`config.mk`:
```
export PLATFORM = sky130hd
export DESIGN_NAME = freelist_ctrl
export DESIGN_NICKNAME = d
export VERILOG_FILES = /design/src/rtl/freelist_ctrl_pkg.sv /design/src/rtl/freelist_free_compact.sv /design/src/rtl/freelist_ctrl.sv
export SDC_FILE = /design/constraint.sdc
export NUM_CORES = 1
export LEC_CHECK = 0
export BUFFER_PORTS_ARGS = -buffer_cell sky130_fd_sc_hd__buf_4
export CORE_MARGIN = 8
export CORE_UTILIZATION = 46
export DETAILED_ROUTE_END_ITERATION = 6
export GPL_TIMING_DRIVEN = 0
export PLACE_DENSITY = 0.89
export SLEW_MARGIN = 15
export SYNTH_ARGS = -nofsm -noshare
export SYNTH_HDL_FRONTEND = slang
export SYNTH_SLANG_ARGS = --single-unit
```
`constraint.sdc`:
```
create_clock -name clk -period 10.43 [get_ports clk]
set_input_delay 2.086 -clock clk [delete_from_list [all_inputs] [get_ports clk]]
set_output_delay 2.086 -clock clk [all_outputs]
set_load 0.02 [all_outputs]
```
`src/rtl/freelist_ctrl_pkg.sv`:
```
// Shared core configuration for the rename free list: sizes, lane count and
// small bit-counting helpers used by the controller and its compaction stage.
package freelist_ctrl_pkg;

  localparam int CORE_FL_DEPTH   = 16;
  localparam int CORE_FL_INDEX   = 4;
  localparam int CORE_PHYS_WIDTH = 8;
  localparam int CORE_SIZE_RMT   = 32;
  localparam int NUM_LANES       = 4;
  localparam int LANE_CNT_W      = 3;

  function automatic logic [LANE_CNT_W-1:0] lane_popcount(input logic [NUM_LANES-1:0] v);
    logic [LANE_CNT_W-1:0] acc;
    acc = '0;
    for (int i = 0; i < NUM_LANES; i++) begin
      acc = acc + LANE_CNT_W'(v[i]);
    end
    return acc;
  endfunction

  // Rename lanes must request from lane 0 upward with no holes.
  function automatic logic lane_contiguous(input logic [NUM_LANES-1:0] v);
    return ((v & (v + NUM_LANES'(1))) == '0);
  endfunction

endpackage

```
`src/rtl/freelist_free_compact.sv`:
```
// Packs the set bits of the retire free mask onto consecutive write ports:
// the k-th valid lane in ascending order lands on port k.
module freelist_free_compact
  import freelist_ctrl_pkg::*;
#(
  parameter int PHYS_WIDTH = CORE_PHYS_WIDTH
) (
  input  logic [NUM_LANES-1:0]                 free_valid,
  input  logic [NUM_LANES-1:0][PHYS_WIDTH-1:0] free_reg,
  output logic [NUM_LANES-1:0]                 port_valid,
  output logic [NUM_LANES-1:0][PHYS_WIDTH-1:0] port_data,
  output logic [LANE_CNT_W-1:0]                nfree
);

  logic [NUM_LANES-1:0][LANE_CNT_W-1:0] rank;

  always_comb begin
    logic [LANE_CNT_W-1:0] acc;
    acc = '0;
    rank = '0;
    for (int l = 0; l < NUM_LANES; l++) begin
      rank[l] = acc;
      acc = acc + LANE_CNT_W'(free_valid[l]);
    end
    nfree = acc;
  end

  genvar gi;
  generate
    for (gi = 0; gi < NUM_LANES; gi++) begin : g_port
      always_comb begin
        port_valid[gi] = 1'b0;
        port_data[gi]  = '0;
        for (int l = 0; l < NUM_LANES; l++) begin
          if (free_valid[l] && (rank[l] == LANE_CNT_W'(gi))) begin
            port_valid[gi] = 1'b1;
            port_data[gi]  = free_reg[l];
          end
        end
      end
    end
  endgenerate

endmodule

```
`src/rtl/freelist_ctrl.sv`:
```
// Circular free-list controller for a 4-wide rename stage: all-or-nothing
// allocation from head, compacted frees appended at tail, sticky error flag.
module freelist_ctrl
  import freelist_ctrl_pkg::*;
#(
  parameter int FL_DEPTH   = CORE_FL_DEPTH,
  parameter int FL_INDEX   = CORE_FL_INDEX,
  parameter int PHYS_WIDTH = CORE_PHYS_WIDTH
) (
  input  logic                  clk,
  input  logic                  reset_n,
  input  logic [NUM_LANES-1:0]  alloc_req_i,
  output logic                  alloc_grant_o,
  output logic                  stall_o,
  output logic [PHYS_WIDTH-1:0] alloc_reg0_o,
  output logic [PHYS_WIDTH-1:0] alloc_reg1_o,
  output logic [PHYS_WIDTH-1:0] alloc_reg2_o,
  output logic [PHYS_WIDTH-1:0] alloc_reg3_o,
  input  logic [NUM_LANES-1:0]  free_valid_i,
  input  logic [PHYS_WIDTH-1:0] free_reg0_i,
  input  logic [PHYS_WIDTH-1:0] free_reg1_i,
  input  logic [PHYS_WIDTH-1:0] free_reg2_i,
  input  logic [PHYS_WIDTH-1:0] free_reg3_i,
  output logic [FL_INDEX-1:0]   rd_addr0_o,
  output logic [FL_INDEX-1:0]   rd_addr1_o,
  output logic [FL_INDEX-1:0]   rd_addr2_o,
  output logic [FL_INDEX-1:0]   rd_addr3_o,
  input  logic [PHYS_WIDTH-1:0] rd_data0_i,
  input  logic [PHYS_WIDTH-1:0] rd_data1_i,
  input  logic [PHYS_WIDTH-1:0] rd_data2_i,
  input  logic [PHYS_WIDTH-1:0] rd_data3_i,
  output logic [FL_INDEX-1:0]   wr_addr0_o,
  output logic [FL_INDEX-1:0]   wr_addr1_o,
  output logic [FL_INDEX-1:0]   wr_addr2_o,
  output logic [FL_INDEX-1:0]   wr_addr3_o,
  output logic                  we0_o,
  output logic                  we1_o,
  output logic                  we2_o,
  output logic                  we3_o,
  output logic [PHYS_WIDTH-1:0] wr_data0_o,
  output logic [PHYS_WIDTH-1:0] wr_data1_o,
  output logic [PHYS_WIDTH-1:0] wr_data2_o,
  output logic [PHYS_WIDTH-1:0] wr_data3_o,
  output logic [FL_INDEX:0]     free_cnt_o,
  output logic                  overflow_o
);

  logic [FL_INDEX-1:0]   head_reg, head_next;
  logic [FL_INDEX:0]     count_reg, count_next;
  logic                  overflow_reg, overflow_next;
  logic [FL_INDEX-1:0]   tail;
  logic [LANE_CNT_W-1:0] nalloc, nfree, granted_n;
  logic                  req_ok, grant_raw, over_now;
  logic [FL_INDEX+1:0]   count_sum;

  logic [NUM_LANES-1:0][PHYS_WIDTH-1:0] free_regs, port_data;
  logic [NUM_LANES-1:0][FL_INDEX-1:0]   rd_addr, wr_addr;
  logic [NUM_LANES-1:0]                 port_valid, we;

  assign free_regs = {free_reg3_i, free_reg2_i, free_reg1_i, free_reg0_i};

  freelist_free_compact #(.PHYS_WIDTH(PHYS_WIDTH)) u_compact (
    .free_valid (free_valid_i),
    .free_reg   (free_regs),
    .port_valid (port_valid),
    .port_data  (port_data),
    .nfree      (nfree)
  );

  // Count of FL_DEPTH truncates to 0 here, so tail = head when the list is full.
  assign tail      = head_reg + count_reg[FL_INDEX-1:0];
  assign nalloc    = lane_popcount(alloc_req_i);
  assign req_ok    = lane_contiguous(alloc_req_i);
  assign grant_raw = req_ok && (nalloc != '0) && (count_reg >= (FL_INDEX+1)'(nalloc));
  assign granted_n = grant_raw ? nalloc : '0;

  // Freed tags only join count at the next edge, so grant never sees them early.
  assign count_sum = {1'b0, count_reg} + (FL_INDEX+2)'(nfree) - (FL_INDEX+2)'(granted_n);
  assign over_now  = (count_sum > (FL_INDEX+2)'(FL_DEPTH));

  genvar gi;
  generate
    for (gi = 0; gi < NUM_LANES; gi++) begin : g_lane
      assign rd_addr[gi] = head_reg + FL_INDEX'(gi);
      assign wr_addr[gi] = tail + FL_INDEX'(gi);
      assign we[gi]      = reset_n && port_valid[gi] && !over_now;
    end
  endgenerate

  assign alloc_grant_o = reset_n && grant_raw;
  assign stall_o       = reset_n && (alloc_req_i != '0) && !grant_raw;

  always_comb begin
    head_next     = grant_raw ? head_reg + FL_INDEX'(nalloc) : head_reg;
    count_next    = over_now ? (FL_INDEX+1)'(FL_DEPTH) : count_sum[FL_INDEX:0];
    overflow_next = overflow_reg || over_now || !req_ok;
  end

  always_ff @(posedge clk) begin
    if (!reset_n) begin
      head_reg     <= '0;
      count_reg    <= (FL_INDEX+1)'(FL_DEPTH);
      overflow_reg <= 1'b0;
    end else begin
      head_reg     <= head_next;
      count_reg    <= count_next;
      overflow_reg <= overflow_next;
    end
  end

  assign rd_addr0_o   = rd_addr[0];
  assign rd_addr1_o   = rd_addr[1];
  assign rd_addr2_o   = rd_addr[2];
  assign rd_addr3_o   = rd_addr[3];
  assign alloc_reg0_o = rd_data0_i;
  assign alloc_reg1_o = rd_data1_i;
  assign alloc_reg2_o = rd_data2_i;
  assign alloc_reg3_o = rd_data3_i;
  assign wr_addr0_o   = wr_addr[0];
  assign wr_addr1_o   = wr_addr[1];
  assign wr_addr2_o   = wr_addr[2];
  assign wr_addr3_o   = wr_addr[3];
  assign we0_o        = we[0];
  assign we1_o        = we[1];
  assign we2_o        = we[2];
  assign we3_o        = we[3];
  assign wr_data0_o   = port_data[0];
  assign wr_data1_o   = port_data[1];
  assign wr_data2_o   = port_data[2];
  assign wr_data3_o   = port_data[3];
  assign free_cnt_o   = count_reg;
  assign overflow_o   = overflow_reg;

endmodule

```
==> flow_metrics.tcl <==
set metrics [dict create \
    status "finished, final reports clean" \
    ant_nets 0 \
    drt-initial-drc-count 186 \
    hpwl_mm 8.145 \
    p_per_area_nw_per_um2 178.8 \
    max_stage_delay_ns 0.55 \
    rsz0062_at_grt "no" \
    die_width_um 90.46 \
    irDropWorstVdd_uv 149.2 \
    syn-instance-count 344 \
    grt_max_degree 13 \
    clockBufferDepth 2 \
    grt_pass1_vias 3101 \
    diodes 0 \
    multiInputGateArea_um2 1881 \
    final.setup.tns_ns 0 \
    critical_path.startpoint_type "input port" \
    path_cells "buf_4 -> inv_1 -> fa_1 -> inv_1 -> ha_1 -> ha_1 -> xnor2_1 -> nand2_1 -> o221a_4 -> nor2_4 -> nand2_1 -> fa_1 -> inv_1 -> fa_1 -> nand2b_1 -> a21oi_1 -> xnor2_1 -> o221ai_2 -> nor2_1 -> buf_4" \
    drt_pass1_iterations 5 \
    clock_skew_ns 0.009678 \
    busiest_layer "met2" \
    slew_headroom_pct 64.65 \
    antenna_found_initial 0 \
    cp.arrival_ns 6.52 \
    leakage_nw 2.073 \
    port_buffers 149 \
    fin_crit_ns 8.604 \
    vias 2915 \
    drive_gt1_share_pct 43.46 \
    gp_congestion 0.9153 \
    synth_area_um2 2550 \
    crit_fanout 7 \
    synth_top_family_by_area "adder cells" \
    seq_area_um2 200.2 \
    synth_edf_count 0 \
    pre_cts_slack_ns 1.897 \
    drc 0 \
    grt.met1_usage_pct 23.85 \
    netlist_top_cells_count "nand2_1, ha_1, buf_4" \
    clkTransAtPathRegs_ns 0.06 \
    path_class "input port to output port" \
    timing.rr.end "overflow_o$_SDFF_PN0_" \
    holdPathEnd "head_reg[0]$_SDFFE_PN0N_" \
    final_nets 617 \
    cts_tree "built" \
    cp.required_ns 8.34 \
    initial_utilization_pct 46.88 \
    ys_ff_latch 10 \
    clock-sinks 10 \
    die_y_um 90.46 \
    maxSlewViolCount 0 \
    area_growth_pct 49.56 \
    met3_usage_pct 5.237 \
    final_util_pct 70.12 \
    hold_buffers 0 \
    synthFlopType "dfxtp_1" \
    r2r_start "free_cnt_o[0]$_SDFF_PP0_" \
    hp-class "register to register" \
    htreeDepth 1 \
    io_pins 182 \
    grt.overflow.total 0 \
    worstMarginPinSlew_ns 0.5279 \
    hold_start "head_reg[0]$_SDFFE_PN0N_" \
    core_area_um2 5439 \
    avgViaCountPerCell 5.123 \
    yosysTopAreaCell "ha_1" \
    synthXorXnorAreaFrac_pct 6.477 \
    cp-end-kind "output port" \
    synthMuxAreaShare_pct 1.766 \
    num_rows 27 \
    maxCapViolCount 0 \
    synth_nets 463 \
    fmax_mhz 116.2 \
    whs_ns 0.5949 \
    use_met2_pct 41.84 \
    synthAdderAreaFrac_pct 24.44 \
    die-area_um2 8182 \
    yosysMostFrequentCell "nand2_1" \
    synth.yosys.seq_area_share_pct 7.851 \
    synth.avg_cell_area_um2 7.413 \
    cp_top_family "adder cells" \
    postCtsResizedCells 0 \
    numCtsBuffers 3 \
    async_flop_share_pct 0 \
    path_buf_inv 5 \
    grt_pass1_wl_mm 15.27 \
    nFillCells 461 \
    clock_latency_ns 0.25 \
    cp_slowest_cell "fa_1" \
    final_hold_viol_count 0 \
    synthTopCellsByArea "ha_1, buf_4, dfxtp_1" \
    r2r_setup_slack_ns 6.69 \
    reg2reg_depth 14 \
    synth_compound_area_share_pct 21.54 \
    fin_crit_sh_pct 82.50 \
    synth-simple-area-share_pct 19.53 \
    ys_warn_count 0 \
    largest_reg_flops 5 \
    postCtsSetupBuffers 0 \
    grt_use_total_pct 22.14 \
    setup_viol 0 \
    routed_wl_mm 9.501 \
    clock_tree.root_cell "clkbuf_8" \
    post_drt_wl_per_cell_um 16.70 \
    yosysTopAreaCellShare_pct 18.16 \
    hold_depth 2 \
    ys_types 57 \
    setup_ws_ns 1.826 \
]
-- metrics by stage --
step / power, mW / instance area (um2) / instances
6_report: 0.6818 / 3814 / 569
5_1_grt: 0.7352 / 3814 / 569
4_1_cts: 0.6850 / 3814 / 569
3_5_place_dp: 0.6298 / 3759 / 565
3_3_place_gp: 0.6076 / 3759 / 565
2_1_floorplan: 0.4234 / 2550 / 344
-- cells by family after synthesis --
family | after synthesis
buffers and inverters | 82
flip-flops | 10
XOR/XNOR | 18
multiplexers | 4
AO/OA/AOI/OAI | 79
adder cells (fa/ha/maj) | 45
AND/OR/NAND/NOR | 106
-- placed cells by master (no fill, tap or decap), types with 9 or more instances in the layout --
| cell | n |
|---|---|
| o21ai_0 | 22 |
| buf_4 | 185 |
| inv_1 | 32 |
| xor2_1 | 9 |
| nand2_1 | 48 |
| nor2_1 | 25 |
| a21oi_1 | 24 |
| and3_1 | 9 |
| ha_1 | 37 |
| dfxtp_1 | 10 |
-- worst min-delay path, cell delays in order, from the launching register on --
cell,delay [ns]
dfxtp_1,0.40
nand2_1,0.09
mux2i_1,0.05
-- worst max path at each step --
stage	slack (ns)	start	depth (start not counted)	end
6_report	1.83	alloc_req_i[0]	20	we1_o
3_3_place_gp	2.01	alloc_req_i[0]	20	we1_o
5_1_grt	1.59	alloc_req_i[0]	21	we1_o
3_5_place_dp	1.90	alloc_req_i[0]	20	we1_o
4_1_cts	1.85	alloc_req_i[0]	20	we1_o
2_1_floorplan	2.34	alloc_req_i[0]	18	we0_o
-- per-layer routing --
| metal | up-vias | share of wire [%] |
|---|---|---|
| met2 | 154 | 53 |
| met5 | - | 0 |
| met1 | 1327 | 38 |
| li1 | 1418 | - |
| met3 | 16 | 7.4 |
| met4 | 0 | 1.8 |
-- area by class of cell --
class                   count  area share, %
multi-input cells         252          49.31
flip-flops and latches     10          5.249
inverters                  34          3.346
well taps                  72          2.362
repair buffers            149          29.33
plain buffers              48          8.957
clock buffers               4          1.444
-- report_power, final --
part	switching [mW]	internal, mW	leakage (nW)
logic	0.325	0.241	1.96
registers	0.0164	0.0479	0.0819
clock network	0.0183	0.0334	0.0288
Power figures use the tool's default switching activity.
